[src/rtl/syscall_ctrl_if.sv]
// syscall_ctrl_if
//   Bundles the signals between the syscall sequencer and its surroundings:
//   the decode-side request (sys_req/regv/rega), the borrowed instruction
//   memory read port (mem_addr/mem_rdata/mem_sel), the two console sinks
//   (char_* and int_* valid/ready pairs) and pipeline status (stall/done/halt).
//   master : the sequencer itself (drives mem_*, char_*, int_*, stall, done, halt)
//   slave  : the pipeline/memory/console side (drives requests, read data, readies)
interface syscall_ctrl_if #(
  parameter int ADDR_W = 30
);
  logic              sys_req;
  logic [31:0]       regv;
  logic [31:0]       rega;
  logic [ADDR_W-1:0] mem_addr;
  logic [31:0]       mem_rdata;
  logic              mem_sel;
  logic              char_valid;
  logic [7:0]        char_data;
  logic              char_ready;
  logic              int_valid;
  logic [31:0]       int_data;
  logic              int_ready;
  logic              stall;
  logic              done;
  logic              halt;

  modport master (
    input  sys_req, regv, rega, mem_rdata, char_ready, int_ready,
    output mem_addr, mem_sel, char_valid, char_data, int_valid, int_data,
           stall, done, halt
  );

  modport slave (
    output sys_req, regv, rega, mem_rdata, char_ready, int_ready,
    input  mem_addr, mem_sel, char_valid, char_data, int_valid, int_data,
           stall, done, halt
  );
endinterface

[src/rtl/syscall_ctrl.sv]
// syscall_ctrl
//   Hardware sequencer for the print-int (1), print-string (4) and exit (10)
//   system-call services. A syscall pulse from decode stalls the pipeline;
//   print-string borrows the instruction memory read port to walk a
//   NUL-terminated string one word at a time and streams its bytes (LSB byte
//   first) plus a trailing newline to the char sink. Exit raises a sticky halt.
//   Ports:
//     clk   : rising-edge clock
//     rst_n : synchronous active-low reset
//     bus   : syscall_ctrl_if.master (request, memory port, sinks, status)
//   Parameters:
//     ADDR_W    : word-address width of the memory read port
//     MAX_WORDS : words read per string before forced termination
module syscall_ctrl #(
  parameter int ADDR_W    = 30,
  parameter int MAX_WORDS = 64
) (
  input logic            clk,
  input logic            rst_n,
  syscall_ctrl_if.master bus
);

  typedef enum logic [2:0] {
    IDLE,
    PUT_INT,
    FETCH,
    EMIT,
    NEWLINE,
    DONE,
    HALT
  } state_t;

  localparam logic [16:0]       MAXW = 17'(MAX_WORDS);
  localparam logic [ADDR_W-1:0] AONE = ADDR_W'(1);

  state_t            state;
  logic [31:0]       svc;
  logic [31:0]       arg;
  logic [ADDR_W-1:0] waddr;
  logic [16:0]       wcnt;
  logic [1:0]        bidx;
  logic [31:0]       wbuf;
  logic [7:0]        cur;
  logic              emit_vld;

  // Little-endian byte pick: byte 0 is the first character of the word.
  function automatic logic [7:0] byte_sel(input logic [31:0] w, input logic [1:0] i);
    return w[8*i +: 8];
  endfunction

  assign cur = byte_sel(wbuf, bidx);

  always_ff @(posedge clk) begin
    if (!rst_n) begin
      state <= IDLE;
      svc   <= '0;
      arg   <= '0;
      waddr <= '0;
      wcnt  <= '0;
      bidx  <= '0;
      wbuf  <= '0;
    end else begin
      case (state)
        IDLE: begin
          if (bus.sys_req) begin
            svc <= bus.regv;
            arg <= bus.rega;
            case (bus.regv)
              32'd1:   state <= PUT_INT;
              32'd4: begin
                state <= FETCH;
                waddr <= bus.rega[ADDR_W+1:2];
                wcnt  <= '0;
              end
              32'd10:  state <= HALT;
              default: state <= DONE;
            endcase
          end
        end
        PUT_INT: begin
          if (bus.int_ready) state <= DONE;
        end
        FETCH: begin
          wbuf  <= bus.mem_rdata;
          bidx  <= '0;
          state <= EMIT;
        end
        EMIT: begin
          // A NUL byte ends the string without being offered to the sink.
          if (cur == 8'd0) begin
            state <= NEWLINE;
          end else if (bus.char_ready) begin
            if (bidx != 2'd3) begin
              bidx <= bidx + 2'd1;
            end else begin
              waddr <= waddr + AONE;
              wcnt  <= wcnt + 17'd1;
              // Runaway strings are cut after MAX_WORDS full words.
              if (wcnt + 17'd1 == MAXW) state <= NEWLINE;
              else                      state <= FETCH;
            end
          end
        end
        NEWLINE: begin
          if (bus.char_ready) state <= DONE;
        end
        DONE:    state <= IDLE;
        HALT:    state <= HALT;
        default: state <= IDLE;
      endcase
    end
  end

  // Outputs are decoded purely from registered state, so valid/data stay
  // stable while a sink holds off ready.
  assign emit_vld       = (state == EMIT) && (cur != 8'd0);
  assign bus.mem_sel    = (state == FETCH);
  assign bus.mem_addr   = (state == FETCH) ? waddr : '0;
  assign bus.int_valid  = (state == PUT_INT) && (svc == 32'd1);
  assign bus.int_data   = bus.int_valid ? arg : 32'd0;
  assign bus.char_valid = emit_vld || (state == NEWLINE);
  assign bus.char_data  = emit_vld ? cur : ((state == NEWLINE) ? 8'h0A : 8'h00);
  // Combinational term on sys_req freezes the pipeline in the syscall cycle.
  assign bus.stall      = ((state == IDLE) && bus.sys_req) ||
                          !((state == IDLE) || (state == DONE));
  assign bus.done       = (state == DONE);
  assign bus.halt       = (state == HALT);

endmodule

[src/flat_wrapper.sv]
// flat-port wrapper written by rule: the top's interface ports become plain ports
module syscall_ctrl_flat 
#(
  parameter int ADDR_W    = 30,
  parameter int MAX_WORDS = 64
)
  (clk, rst_n, bus_sys_req, bus_regv, bus_rega, bus_mem_rdata, bus_char_ready, bus_int_ready, bus_mem_addr, bus_mem_sel, bus_char_valid, bus_char_data, bus_int_valid, bus_int_data, bus_stall, bus_done, bus_halt);
  syscall_ctrl_if #(.ADDR_W(ADDR_W)) bus_i ();
  input logic clk;
  input logic rst_n;
  input wire logic [$bits(bus_i.sys_req)-1:0] bus_sys_req;
  input wire logic [$bits(bus_i.regv)-1:0] bus_regv;
  input wire logic [$bits(bus_i.rega)-1:0] bus_rega;
  input wire logic [$bits(bus_i.mem_rdata)-1:0] bus_mem_rdata;
  input wire logic [$bits(bus_i.char_ready)-1:0] bus_char_ready;
  input wire logic [$bits(bus_i.int_ready)-1:0] bus_int_ready;
  output wire logic [$bits(bus_i.mem_addr)-1:0] bus_mem_addr;
  output wire logic [$bits(bus_i.mem_sel)-1:0] bus_mem_sel;
  output wire logic [$bits(bus_i.char_valid)-1:0] bus_char_valid;
  output wire logic [$bits(bus_i.char_data)-1:0] bus_char_data;
  output wire logic [$bits(bus_i.int_valid)-1:0] bus_int_valid;
  output wire logic [$bits(bus_i.int_data)-1:0] bus_int_data;
  output wire logic [$bits(bus_i.stall)-1:0] bus_stall;
  output wire logic [$bits(bus_i.done)-1:0] bus_done;
  output wire logic [$bits(bus_i.halt)-1:0] bus_halt;
  assign bus_i.sys_req = bus_sys_req;
  assign bus_i.regv = bus_regv;
  assign bus_i.rega = bus_rega;
  assign bus_i.mem_rdata = bus_mem_rdata;
  assign bus_i.char_ready = bus_char_ready;
  assign bus_i.int_ready = bus_int_ready;
  assign bus_mem_addr = bus_i.mem_addr;
  assign bus_mem_sel = bus_i.mem_sel;
  assign bus_char_valid = bus_i.char_valid;
  assign bus_char_data = bus_i.char_data;
  assign bus_int_valid = bus_i.int_valid;
  assign bus_int_data = bus_i.int_data;
  assign bus_stall = bus_i.stall;
  assign bus_done = bus_i.done;
  assign bus_halt = bus_i.halt;
  syscall_ctrl #(.ADDR_W(ADDR_W), .MAX_WORDS(MAX_WORDS)) u_core (.clk(clk), .rst_n(rst_n), .bus(bus_i));
endmodule
[config.mk]
export PLATFORM = sky130hd
export DESIGN_NAME = syscall_ctrl_flat
export DESIGN_NICKNAME = d
export VERILOG_FILES = /design/src/rtl/syscall_ctrl_if.sv /design/src/rtl/syscall_ctrl.sv /design/src/flat_wrapper.sv
export SDC_FILE = /design/constraint.sdc
export NUM_CORES = 1
export LEC_CHECK = 0
export BUFFER_PORTS_ARGS = -buffer_cell sky130_fd_sc_hd__buf_4
export CAP_MARGIN = 0
export CORE_MARGIN = 8
export CORE_UTILIZATION = 58
export CTS_CLUSTER_DIAMETER = 120
export DETAILED_ROUTE_END_ITERATION = 10
export GPL_TIMING_DRIVEN = 0
export PLACE_DENSITY = 0.85
export SLEW_MARGIN = 15
export SYNTH_ARGS = -nofsm -noshare
export SYNTH_HDL_FRONTEND = slang
export SYNTH_SLANG_ARGS = --single-unit
[constraint.sdc]
create_clock -name clk -period 5.88 [get_ports clk]
set_input_delay 0.588 -clock clk [delete_from_list [all_inputs] [get_ports clk]]
set_output_delay 0.588 -clock clk [all_outputs]
set_load 0.05 [all_outputs]
==> impl_metrics.py, run 1 <==
metrics = {
    "status": {
        "outcome": "finished clean",
    },
    "worst_setup_path": {
        "crit_top_cell": "clkbuf_1",
        "end_kind": "output pin",
        "cp-start-kind": "flip-flop",
        "cpMaxStageDelayCell": "nor3_1",
        "required_ps": 5290,
        "path_buf_inv": 3,
        "reg2reg_depth": 8,
        "crit_chain": "clkbuf_1 > nor4b_1 > nand4_1 > nor3_1 > clkbuf_1 > and2_1 > buf_4",
        "path_class": "flip-flop to output pin",
        "crit_family": "simple AND/OR/NAND/NOR gates",
        "r2r-start": "u_core.bidx[1]$_SDFFE_PN0P_",
        "worstPathMaxFanout": 10,
        "r2r_slack_ps": 3040,
        "cpPeakStageDelay_ps": 760,
        "reg2reg_to": "u_core.wcnt[9]$_SDFFE_PN0P_",
        "worstPathArrival_ps": 3150,
    },
    "clock_tree": {
        "cts_tree": "yes",
        "cts_setup_buffers": 0,
        "clk_pin_slew_ps": 60,
        "clock-sinks": 148,
        "clock_latency_ps": 430,
        "cts-htree-levels": 4,
        "clock_path_buffers": 2,
        "cts_inserted_buffers": 17,
        "hold_buffers": 0,
        "cts_resized": 0,
        "cts_root_buffer": "clkbuf_16",
    },
    "power": {
        "vdd_ir_drop_max_mv": 0.2738,
        "pwr_density_cell_nw_per_um2": 279.8,
        "total_power_w": 0.002695,
        "p_leak_nw": 3.804,
    },
    "die": {
        "die_h_um": 129.7,
        "start_util_pct": 59.46,
        "io_pins": 177,
        "die_area_um2": 16830,
        "core_um2": 12620,
        "rows": 41,
        "die_x_um": 129.7,
    },
    "sta": {
        "clock-skew-final_ps": 6.489,
        "hold_viol": 0,
        "finalMaxSlewViolations": 0,
        "setup_violations": 0,
        "tightest_slew_ps": 899.4,
        "period_minus_slack_ps": 3741,
        "rsz0062_at_grt": "false",
        "setup_tns_ps": 0,
        "clock.fmax_mhz": 267.3,
        "post-route-period-util_pct": 63.63,
        "slew_headroom_pct": 39.58,
    },
    "routing": {
        "ant_nets": 0,
        "dr.pass1.iters": 7,
        "wl_mm": 25.65,
        "vias_per_cell": 6.057,
        "drc_errors": 0,
        "vias": 8322,
        "drtIter0Drc": 1008,
        "wl_per_cell_um": 18.67,
    },
    "place": {
        "placed_area_um2": 9040,
        "dpl.hpwl_mm": 19.06,
        "place.gp.congestion": 0.9500,
        "io_buffers": 176,
    },
    "finish": {
        "layout_common_cells": "nand2_1, buf_4, dfxtp_1",
        "area_growth_pct": 28.38,
        "num_antenna_cells": 0,
        "layout_commonest_cell": "nand2_1",
        "fin_nets": 1296,
        "drive_gt1_share_pct": 19.80,
        "fin_area_um2": 9633,
    },
    "yosys": {
        "ys_seq_area_share_pct": 39.49,
        "syn_avg_cell_area_um2": 7.526,
        "synthCells": 997,
        "ys_top_cells_by_area": "dfxtp_1, nand2_1, a21oi_1, and2_1, and3_1",
        "synth_area_leader_cell": "dfxtp_1",
        "synth_area_um2": 7503,
        "synthArstFlopShare_pct": 0,
        "yosysWarnings": 0,
        "synth_top_area_share_pct": 39.49,
        "syn_nets": 1101,
        "synth_cell_types": 66,
        "ys_ff_latch": 148,
        "synth_ff_type": "dfxtp_1",
        "synth_enable_flop_cells": 0,
    },
    "grt": {
        "met1_usage_pct": 36.12,
        "grtUsageMet2_pct": 48.70,
        "grt_usage_pct": 29.80,
        "overflow": 0,
        "grt_pass1_vias": 7828,
        "busiest_layer": "met2",
        "grt_util_met3_pct": 7.589,
        "grt_start_max_net_pins": 17,
        "antenna_found_initial": 0,
        "grt_pass1_wl_mm": 39.43,
    },
    "hold_path": {
        "hold_start": "bus_mem_rdata[18]",
        "holdPathStages": 3,
        "min_to": "u_core.wbuf[18]$_SDFFE_PN0P_",
        "hp-class": "input pin to flip-flop",
    },
    "run": {
        "cap_violations": 0,
    },
}
[stage by stage]
stage / util (%) / setup slack, ps / std cells / hold WS [ps]
CTS: 76.33 / 2182 / 1374 / 394.2
global placement: 71.63 / 2601 / 1345 / 437.6
global route: 76.33 / 1905 / 1374 / 406.0
detailed placement: 71.63 / 2669 / 1345 / 443.1
floorplan: - / 2803 / 997 / 431.6
finish: 76.33 / 2139 / 1374 / 400.4
[layer usage]
layer | part of all wire (%) | wire length, um
met5 | 0 | 0
met4 | 3.4 | 884
met1 | 39 | 10130
met3 | 11 | 2693
met2 | 47 | 11940
[cell usage after synthesis, types with 3 or more instances]
library cell	instances
nor4b_1	3
a31oi_1	10
and3_1	37
a21boi_0	5
nand2b_1	3
nand4_1	15
nand3b_1	4
o21a_1	9
o211ai_1	4
nand2_1	251
inv_1	4
nor4_1	23
a211oi_1	4
and4_1	3
nor2_1	45
or3_1	5
buf_6	3
o31ai_1	3
o21ai_0	26
clkbuf_1	60
o22ai_1	8
mux4_2	8
nor3b_1	4
nand3_1	31
and2_1	43
buf_2	4
or2_2	4
nor3_1	20
o221a_1	7
nand4b_1	6
or4_1	7
dfxtp_1	148
a21oi_1	143
ha_1	3
[power breakdown]
| group | leakage, nW | switching, W | internal (W) | total (W) |
|---|---|---|---|---|
| clock | 0.277 | 0.000424 | 0.000700 | 0.00112 |
| sequential | 1.20 | 0.0000391 | 0.00107 | 0.00111 |
| combinational | 2.33 | 0.000300 | 0.000159 | 0.000459 |
| total | 3.80 | 0.000763 | 0.00193 | 0.00269 |
[area by class of cell]
type / instances / area (um^2)
buffer: 72 / 324.1
clock buffer: 19 / 432.9
clock inverter: 10 / 160.2
fill: 1008 / 2987
inverter: 5 / 18.77
multi-input combinational: 772 / 4198
sequential: 148 / 2963
tap: 172 / 215.2
timing repair buffer: 176 / 1321
[registers in the layout (all words and copies together), names as in the netlist]
register,cells
u_core.wcnt,17
u_core.arg,32
u_core.state,3
u_core.bidx,2
u_core.wbuf,32
u_core.svc,32
u_core.waddr,30
[worst min-delay path, delay by kind of cell]
kind	cells	cell delay [ps]
buffers and inverters	1	110
AOI/OAI and AO/OA	1	50
and+or+nand+nor	1	40
[cell families after synthesis]
| group | share of synthesized area (%) |
|---|---|
| flops | 39.49 |
| xor+xnor | 0.3502 |
| mux | 2.818 |
| simple gates | 32.87 |
| compound gates | 19.41 |
| buf+inv | 4.569 |
| fa+ha+maj | 0.5003 |
[worst max path at each step]
stage / start / end / slack (ps) / cells past startpoint
after CTS: u_core.state[0]$_SDFFE_PN0P_ / bus_int_data[14] / 2180 / 7
after floorplan: u_core.state[0]$_SDFFE_PN0P_ / bus_int_data[22] / 2800 / 6
after detailed placement: u_core.state[0]$_SDFFE_PN0P_ / bus_int_data[18] / 2670 / 7
after global routing: u_core.state[0]$_SDFFE_PN0P_ / bus_int_data[13] / 1910 / 7
after global placement: u_core.state[0]$_SDFFE_PN0P_ / bus_int_data[28] / 2600 / 7
final: u_core.state[0]$_SDFFE_PN0P_ / bus_int_data[18] / 2140 / 7
(Power assumes the default switching activity.)
==> inputs of run 2 (changes only) <==
CORE_UTILIZATION = 54   (was 58)
PLACE_DENSITY = 0.8   (was 0.85)
clock period = 3.7 ns   (was 5.88 ns; I/O delays follow)
==> impl_metrics.py, run 2 (synthesis gave the netlist of run 1 again) <==
metrics = {
    "grt": {
        "grt_pass1_wl_mm": 40.93,
        "grt_pass1_vias": 7811,
        "antenna_found_initial": 0,
        "grt_usage_pct": 28.26,
        "grt_start_max_net_pins": 17,
        "overflow": 0,
    },
    "clock_tree": {
        "hold_buffers": 0,
        "clock_latency_ps": 440,
        "cts_inserted_buffers": 17,
        "clk_pin_slew_ps": 60,
        "cts_root_buffer": "clkbuf_16",
        "cts_setup_buffers": 0,
        "cts_tree": "yes",
        "clock_path_buffers": 2,
        "clock-sinks": 148,
        "cts_resized": 0,
        "cts-htree-levels": 4,
    },
    "routing": {
        "dr.pass1.iters": 6,
        "ant_nets": 0,
        "vias_per_cell": 5.926,
        "drtIter0Drc": 775,
        "wl_mm": 25.69,
        "wl_per_cell_um": 18.55,
        "vias": 8207,
        "drc_errors": 0,
    },
    "status": {
        "outcome": "finished clean",
    },
    "power": {
        "total_power_w": 0.004185,
        "p_leak_nw": 3.796,
        "vdd_ir_drop_max_mv": 0.3486,
        "pwr_density_cell_nw_per_um2": 434.6,
    },
    "finish": {
        "area_growth_pct": 28.33,
        "layout_commonest_cell": "nand2_1",
        "layoutNonFillerInstCount": 1385,
        "layout_common_cells": "nand2_1, buf_4, dfxtp_1",
        "drive_gt1_share_pct": 20.08,
        "fillCellCount": 1215,
        "num_antenna_cells": 0,
        "multiInputGateArea_um2": 4203,
        "seq_area_um2": 2963,
        "final_core_utilization_pct": 70.19,
        "fin_nets": 1296,
        "reg_top3": "u_core.arg (32), u_core.svc (32), u_core.wbuf (32)",
    },
    "place": {
        "place.gp.congestion": 0.9626,
        "io_buffers": 176,
        "pre_cts_slack_ps": 628.0,
        "dpl.hpwl_mm": 19.27,
        "placed_cells": 1353,
    },
    "sta": {
        "hold_viol": 0,
        "period_minus_slack_ps": 3286,
        "finalMaxSlewViolations": 0,
        "slew_headroom_pct": 44.54,
        "setup_tns_ps": 0,
        "post-route-period-util_pct": 88.82,
        "clock.fmax_mhz": 304.3,
        "setup_violations": 0,
        "layout_setup_ws_ps": 413.7,
        "rsz0062_at_grt": "false",
        "clock-skew-final_ps": 11.42,
        "tightest_slew_ps": 825.6,
    },
    "die": {
        "rows": 43,
        "die_h_um": 133.9,
        "die_x_um": 133.9,
        "die_area_um2": 17920,
        "core_um2": 13720,
        "start_util_pct": 54.69,
        "io_pins": 177,
    },
    "hold_path": {
        "hp-class": "input pin to flip-flop",
        "hold_start": "bus_mem_rdata[9]",
    },
    "worst_setup_path": {
        "critPathLaunch": "u_core.state[0]$_SDFFE_PN0P_",
        "worstPathArrival_ps": 2920,
        "r2r_slack_ps": 860,
        "r2r-start": "u_core.bidx[1]$_SDFFE_PN0P_",
        "path_class": "flip-flop to output pin",
        "worstPathMaxFanout": 10,
        "cp-start-kind": "flip-flop",
        "required_ps": 3330,
        "end_kind": "output pin",
    },
    "run": {
        "cap_violations": 0,
    },
}
-- run 2: changes by cell type in the layout (fill, tap and decap cells not counted) --
| cell | previous run | this run |
|---|---|---|
| clkinv_2 | 2 | 1 |
| nor3_1 | 20 | 19 |
| nor3_2 | 0 | 1 |
| clkinv_4 | 0 | 3 |
| inv_6 | 0 | 1 |
| bufinv_16 | 4 | 1 |
| clkbuf_8 | 0 | 3 |
-- run 2: layer usage --
metal,vias to the layer above,routed length (um),GRT usage (%)
met5,-,0,0
met4,0,993,13.60
met3,75,2307,8.078
met2,411,11880,45.66
met1,3801,10510,33.93
li1,3920,-,-
-- run 2: final cells by class --
class | instances | share of cell area, %
clock inverter | 10 | 1.040
buffer | 72 | 3.365
clock buffer | 22 | 4.925
multi-input combinational | 772 | 43.65
sequential | 148 | 30.77
tap | 180 | 2.339
timing repair buffer | 176 | 13.72
inverter | 5 | 0.1949
-- run 2: power breakdown --
| group | switching (W) | internal [W] |
|---|---|---|
| sequential | 0.0000618 | 0.00170 |
| clock | 0.000694 | 0.000981 |
| combinational | 0.000490 | 0.000253 |
-- run 2: final timing paths --
path	endpoint	cells after the start
max reg2reg	u_core.waddr[5]$_SDFFE_PN0P_	7
min reg2reg	u_core.arg[16]$_SDFFE_PN0P_	2
max	bus_int_data[15]	7
min	u_core.wbuf[9]$_SDFFE_PN0P_	3
-- run 2: critical path, cell delays in order, from the launching register on --
cell and delay (ps):
dfxtp_1 380, clkbuf_1 370, nor4b_1 350, nand4_1 180
nor3_2 490, clkbuf_1 330, and2_1 180, buf_4 190
-- run 2: per-stage QoR --
step,hold WS (ps),area [um^2]
after detailed placement,444.8,9050
after global placement,437.1,9050
after global routing,180.3,9629
after CTS,175.7,9624
final,181.8,9629
after floorplan,431.6,7503
